===== src/rtl/dense_argmax_collect.sv =====
// Dual-rail argmax collector: takes NUM_CLASS four-phase dual-rail score
// tokens per frame from the dense stage and keeps the running best
// (signed, strict '>' so ties keep the earlier index). It publishes the
// winning class either at the last token or as soon as a token reaches the
// early-termination threshold. Tokens left in the frame after a decision
// are still acknowledged but cannot change the published result.
//
// Handshake: valid_o rises with a new result and stays high, outputs stable,
// until an edge samples ack_nxt=1; valid_o drops on that edge unless a new
// decision lands on the same edge. The upstream side is four-phase:
// a complete codeword raises ack_prev, and an all-zero spacer lowers it.
`ifndef BIT_SOFTMAX
`define BIT_SOFTMAX 16
`endif
`ifndef BIT_O
`define BIT_O 4
`endif

module dense_argmax_collect #(
    parameter int BIT_Z     = `BIT_SOFTMAX,
    parameter int BIT_IDX   = `BIT_O,
    parameter int NUM_CLASS = 10
) (
    input  logic                      clock,
    input  logic                      reset,
    input  logic [BIT_Z-1:0]          zt,
    input  logic [BIT_Z-1:0]          zf,
    input  logic [BIT_IDX-1:0]        index_t,
    input  logic [BIT_IDX-1:0]        index_f,
    output logic                      ack_prev,
    input  logic                      early_en,
    input  logic signed [BIT_Z-1:0]   thresh,
    output logic                      valid_o,
    input  logic                      ack_nxt,
    output logic [BIT_IDX-1:0]        class_o,
    output logic signed [BIT_Z-1:0]   score_o,
    output logic                      early_o,
    output logic                      err_o
);

    // One extra bit so the counter can hold NUM_CLASS == 2^BIT_IDX.
    localparam int CW = BIT_IDX + 1;
    localparam logic [CW-1:0] LAST = CW'(NUM_CLASS);

    typedef enum logic [1:0] {
        S_DATA   = 2'd0,
        S_SPACER = 2'd1,
        S_HOLD   = 2'd2
    } state_t;

    state_t                  state;
    logic [CW-1:0]           tok_cnt;
    logic signed [BIT_Z-1:0] best_score;
    logic [BIT_IDX-1:0]      best_idx;
    logic                    decided;

    logic                    complete;
    logic                    spacer;
    logic                    clash;
    logic signed [BIT_Z-1:0] tok_score;
    logic                    take_new;
    logic signed [BIT_Z-1:0] nbest_score;
    logic [BIT_IDX-1:0]      nbest_idx;
    logic                    hit_early;
    logic                    hit_last;

    // Codeword classification and the candidate best for the token on the rails.
    always_comb begin
        complete    = (&(zt ^ zf)) && (&(index_t ^ index_f));
        spacer      = (zt == '0) && (zf == '0) && (index_t == '0) && (index_f == '0);
        clash       = (|(zt & zf)) || (|(index_t & index_f));
        tok_score   = $signed(zt);
        take_new    = (tok_cnt == '0) || (tok_score > best_score);
        nbest_score = take_new ? tok_score : best_score;
        nbest_idx   = take_new ? index_t : best_idx;
        hit_early   = !decided && early_en && (tok_score >= thresh);
        hit_last    = !decided && ((tok_cnt + 1'b1) == LAST);
    end

    // Handshake FSM, running best, result publication and sticky error.
    always_ff @(posedge clock) begin
        if (!reset) begin
            state      <= S_DATA;
            ack_prev   <= 1'b0;
            valid_o    <= 1'b0;
            class_o    <= '0;
            score_o    <= '0;
            early_o    <= 1'b0;
            err_o      <= 1'b0;
            tok_cnt    <= '0;
            best_score <= '0;
            best_idx   <= '0;
            decided    <= 1'b0;
        end else begin
            if (clash) begin
                err_o <= 1'b1;
            end
            // Consumer acceptance; a decision later in this block overrides it.
            if (valid_o && ack_nxt) begin
                valid_o <= 1'b0;
            end
            case (state)
                S_DATA: begin
                    if (complete) begin
                        ack_prev   <= 1'b1;
                        tok_cnt    <= tok_cnt + 1'b1;
                        best_score <= nbest_score;
                        best_idx   <= nbest_idx;
                        state      <= S_SPACER;
                        if (hit_early) begin
                            decided <= 1'b1;
                            class_o <= index_t;
                            score_o <= tok_score;
                            early_o <= 1'b1;
                            valid_o <= 1'b1;
                        end else if (hit_last) begin
                            decided <= 1'b1;
                            class_o <= nbest_idx;
                            score_o <= nbest_score;
                            early_o <= 1'b0;
                            valid_o <= 1'b1;
                        end
                    end
                end
                S_SPACER: begin
                    if (spacer) begin
                        ack_prev <= 1'b0;
                        if (tok_cnt == LAST) begin
                            tok_cnt <= '0;
                            decided <= 1'b0;
                            // An unaccepted result blocks the next frame.
                            state   <= (valid_o && !ack_nxt) ? S_HOLD : S_DATA;
                        end else begin
                            state <= S_DATA;
                        end
                    end
                end
                S_HOLD: begin
                    if (ack_nxt) begin
                        valid_o <= 1'b0;
                        state   <= S_DATA;
                    end
                end
                default: state <= S_DATA;
            endcase
        end
    end

endmodule


===== config.mk =====
export PLATFORM = sky130hd
export DESIGN_NAME = dense_argmax_collect
export DESIGN_NICKNAME = d
export VERILOG_FILES = /design/src/rtl/dense_argmax_collect.sv
export SDC_FILE = /design/constraint.sdc
export NUM_CORES = 1
export LEC_CHECK = 0
export CAP_MARGIN = 20
export CORE_MARGIN = 5
export CORE_UTILIZATION = 55
export CTS_CLUSTER_SIZE = 20
export DETAILED_ROUTE_END_ITERATION = 6
export GPL_TIMING_DRIVEN = 0
export PLACE_DENSITY = 0.86
export SLEW_MARGIN = 10
export SYNTH_ARGS = -nofsm -noshare
export SYNTH_HDL_FRONTEND = slang
export SYNTH_SLANG_ARGS = --single-unit

===== constraint.sdc =====
create_clock -name clock -period 4.8 [get_ports clock]
set_input_delay 0.96 -clock clock [delete_from_list [all_inputs] [get_ports clock]]
set_output_delay 0.96 -clock clock [all_outputs]
set_load 0.05 [all_outputs]

## Yosys cells after proc, flatten, opt, wreduce, memory -nomap -nowiden

Cells that the tools add are included.

- Flip-flop bits (word level): 52
- Output and inout port bits: 24
- Word-level logic and storage cells: 91
- Input bits: 60

- Eq/ne operators: 9
- Add/sub/neg operators: 1
- Bitwise logic cells: 4
- Multiplexer cells: 33
- Reductions and logical operators: 31
- Order comparisons: 2

Operators by type and width:

| cell | count |
|---|---|
| 16-bit two-way mux | 3 |
| 16-bit logical NOT | 2 |
| 16-bit AND | 1 |
| 16-bit greater-or-equal comparator | 1 |
| 16-bit greater-than comparator | 1 |
| 16-bit AND reduction | 1 |
| 16-bit OR reduction | 1 |
| 16-bit XOR | 1 |
| 5-bit two-way mux | 3 |
| 1-bit two-way mux | 14 |
| 4-bit two-way mux | 3 |
| 5-bit by 4-bit == test with 1-bit output, second input constant | 2 |
| 2-bit two-way mux | 5 |
| 5-bit case mux with 2 select lines | 1 |
| 1-bit logical AND | 9 |
| 3-bit AND reduction | 3 |
| 4-bit logical NOT | 2 |
| 2-bit inequality test, second input constant | 4 |
| 4-bit AND reduction | 2 |
| 1-bit case mux with 2 select lines | 3 |
| 2-bit case mux with 3 select lines | 1 |
| 5-bit by 1-bit adder with 5-bit output, second input constant | 1 |
| 5-bit logical NOT | 1 |
| 5-bit AND reduction | 1 |
| 11 further kinds | 14 |

## Longest topological paths before layout

- Word-level depth: 7
- Depth in mapped cells: 11

## Worst setup path before layout

Ideal clock, no wire load.

- Path kind: input-to-reg
- Start: input zt[15]
- End: register score_o[14]
- Path buffers: 2
- Path slack: 1.837 ns
- Stages: 10
- Arrival time: 2.832 ns
- Cell sequence: ha_1 -> and4_1 -> nand4_1 -> a21o_1 -> and4b_4 -> or3b_1 -> buf_2 -> nor2_8 -> buf_6 -> a221oi_2

- Cells in the longest elaborated chain, start to end: 5

Ends and longest elaborated chain:

| what | RTL line | RTL |
|---|---|---|
| from (decl) | 26 | `input logic [BIT_Z-1:0] zt,` |
| 16-bit greater-than comparator | 73 | `take_new = (tok_cnt == '0) \|\| (tok_score > best_score);` |
| 1-bit logical OR | 73 |  |
| 16-bit two-way mux | 74 | `nbest_score = take_new ? tok_score : best_score;` |
| 16-bit two-way mux | 116 | `end else if (hit_last) begin` |
| 16-bit two-way mux | 110 | `if (hit_early) begin` |
| to (signal assigned) | 113 | `score_o <= tok_score;` |
| to (signal assigned) | 119 | `score_o <= nbest_score;` |
| to (decl) | 36 | `output logic signed [BIT_Z-1:0] score_o,` |

Several ways; a longest one is shown, not always the timed one. The select of a mux whose other input is x is not followed.
A chain may end at the register's enable or synchronous reset.

## Worst setup path after layout

- Start: input zt[14]
- End: register score_o[3]

Same word-level chain as after synthesis.

==> summary.md <==
| Metric | Value |
|---|---|
| Hold Crit Class | `flop to flop` |
| Most area-consuming cells after synthesis | `dfxtp_1 28%, ha_1 19%, a221oi_2 6.1%` |
| CP delay by family, top | `simple AND/OR/NAND/NOR gates` |
| CTS tree | `yes` |
| R2R Path Start | `best_score[15]$_SDFFE_PN0P_` |
| Top-count cell post-synth | `inv_1` |
| Library cells used by synthesis | `46` |
| Vias | `3516` |
| Syn_nets | `524` |
| Hold path startpoint | `ack_prev$_SDFFE_PN0P_` |
| Area leader, netlist | `dfxtp_1` |
| Hpwl dp | `8490 µm` |
| CTS Sinks | `52` |
| Endpoint type of the worst setup path | `flop` |
| Worst Clk Skew | `13.8 ps` |
| Fin crit share | `77.1%` |
| Die X | `91.7 µm` |
| Total CTS buffers | `5` |
| Period minus WS final | `3700 ps` |
| CP Class | `input pin to flop` |
| Global-route usage over all layers | `25.5%` |
| Post-synth top area share | `28.3%` |
| Pwr dens | `187 nW/µm²` |
| Root buf cell | `clkbuf_8` |
| Fillers | `502` |
| Synth-to-Final Area Change | `27.8%` |
| Main flop type after synthesis | `dfxtp_1` |
| Critical path cell sequence | `clkdlybuf4s50_1, ha_1, and4_1, nand4_1, o22ai_1, and4b_4, or3b_1, buf_2, nor2_8, buf_6, a221oi_2` |
| Crit-path max FO | `10` |
| Worst setup startpoint | `zt[14]` |
| RSZ-0062 raised after global routing | `false` |
| DRT antenna net count | `0` |
| Vias/cell | `6.10` |
| Synth Instances | `408` |
| Initial core utilization | `57.2%` |
| Post-synth EDFFs | `0` |
| Max-Cap Viols | `0` |
| #FFs+latches synth | `52` |
| Crit-path max cell delay | `630 ps` |
| Post-CTS setup buffer count | `0` |
| Leakage Power | `0.00214 µW` |
| Port Buf Inserts | `83` |
| Final wirelength | `10700 µm` |
| Type of origin of the critical path | `input pin` |
| Initial antenna violation count | `0` |
| Drt drc | `0` |
| First-pass GRT wire length | `17400 µm` |
| WP data required | `4980 ps` |
| Layout net count | `614` |
| Largest net degree at the start of global routing | `16` |
| Hold Buf Count CTS | `0` |
| Synth warnings | `0` |
| DR pass1 iterations | `5` |
| I/O pin count | `84` |
| Mean Syn Cell Area | `9.00 µm²` |
| Crit path buffers/inverters | `3` |
| Async S/R FF share, synth | `0%` |
| Total power | `876 µW` |
| Worst hold slack | `484 ps` |
| Commonest cells post-synth | `58 x inv_1, 56 x ha_1, 52 x dfxtp_1` |
| Final estimated routing congestion in global placement | `0.897` |
| Maximum clock rate | `270 MHz` |
| Final setup violation count | `0` |
| Cell area after synthesis | `3670 µm²` |
| Vias in the first global route | `3559` |
| Rel. slew slack | `53.2%` |
| Die Area | `8410 µm²` |
| Clock transition at the registers of the reported paths | `100 ps` |
| Fin cells | `576` |
| H-tree Lvls | `2` |
| CP Data Arrival Time | `3880 ps` |
| Share of cells above drive strength 1 | `8.02%` |
| Worst skew pair latency | `320 ps` |
| Num rows | `29` |
| Total gr overflow | `0` |
| Outcome | `completed` |
| Wire length per cell | `18.6 µm` |
| Clock buffer depth | `2` |
| PostCTS Resize Cnt | `0` |
| Diodes inserted | `0` |
| Die Y-Extent | `91.7 µm` |
| Hold Fails Final Rpt | `0` |
| Slew at the pin closest to its max-slew limit | `697 ps` |
| CORE AREA | `6420 µm²` |
| DR iter-0 viols | `180` |
| Final Max Tran Viols | `0` |
| Slowest-stage cell, CP | `clkdlybuf4s50_1` |
| Register area share after synthesis | `28.3%` |
| Worst IR drop on VDD | `115 µV` |
| Setup TNS | `0 ps` |
| Placed cells | `568` |
[area by class of cell]
class | count | area [µm²] | share of cell area, %
multi-input combinational | 283 | 2310 | 49.3
clock buffer | 7 | 86.3 | 1.84
buffer | 15 | 100 | 2.13
timing repair buffer | 83 | 831 | 17.7
inverter | 58 | 218 | 4.64
tap | 77 | 96.3 | 2.05
clock inverter | 1 | 7.51 | 0.160
sequential | 52 | 1040 | 22.2
[registers in the layout, indices dropped and copies added (netlist names)]
register,flops
decided,1
state,2
tok_cnt,5
score_o,16
class_o,4
err_o,1
ack_prev,1
best_idx,4
best_score,16
valid_o,1
early_o,1
[cells by family after synthesis]
family                     after synthesis  synth area share (%)
AOI/OAI and AO/OA                       79                  18.2
DFF                                     52                  28.3
muxes                                   20                  5.45
xor gates and xnor gates                 3                 0.715
buffers and inverters                   73                  8.65
adders and majority gates               56                  19.1
and+or+nand+nor                        125                  19.6
[through the flow]
step / worst slack (ps) / util (%) / instance area [µm²]
2_1_floorplan: 1840 / - / 3670
3_3_place_gp: 863 / 71.6 / 4600
3_5_place_dp: 831 / 71.6 / 4600
4_1_cts: 1140 / 73.1 / 4690
5_1_grt: 902 / 73.1 / 4690
6_report: 1100 / 73.1 / 4690
[worst min-delay path: stages (launching register included)]
cell	delay, ps
dfxtp_1	320
o21ai_0	60
a21oi_1	60
[layout by cell type (no fill, tap or decap), types with 7 or more instances in the layout]
master	instances
ha_1	56
nand2_1	8
nor3_1	13
inv_1	58
a211oi_1	8
nand4_1	17
dfxtp_1	52
a21oi_1	10
o31ai_1	21
nor4_1	15
o21ai_0	7
clkbuf_8	7
clkdlybuf4s50_1	83
mux2i_1	20
a221oi_2	15
nor2_1	42
[per-layer routing]
metal / track usage [%] / vias up / wire (µm)
met1: 31.8 / 1658 / 4560
met2: 43.3 / 134 / 5130
met4: 11.9 / 0 / 397
met5: 0 / - / 0
met3: 3.68 / 34 / 618
li1: - / 1690 / -
[report_power, final]
part	total [µW]	internal [µW]	switching [µW]
clock network	268	118	150
registers	432	431	0.323
logic	177	86.3	90.6
[worst paths after layout]
kind | endpoint | cells after the start | slack (ps)
min reg2reg | ack_prev$_SDFFE_PN0P_ | 2 | 480
max | score_o[3]$_SDFFE_PN0P_ | 11 | 1100
min | ack_prev$_SDFFE_PN0P_ | 2 | 480
max reg2reg | score_o[3]$_SDFFE_PN0P_ | 11 | 2020
Note: power is estimated with default switching activity, not from simulation.
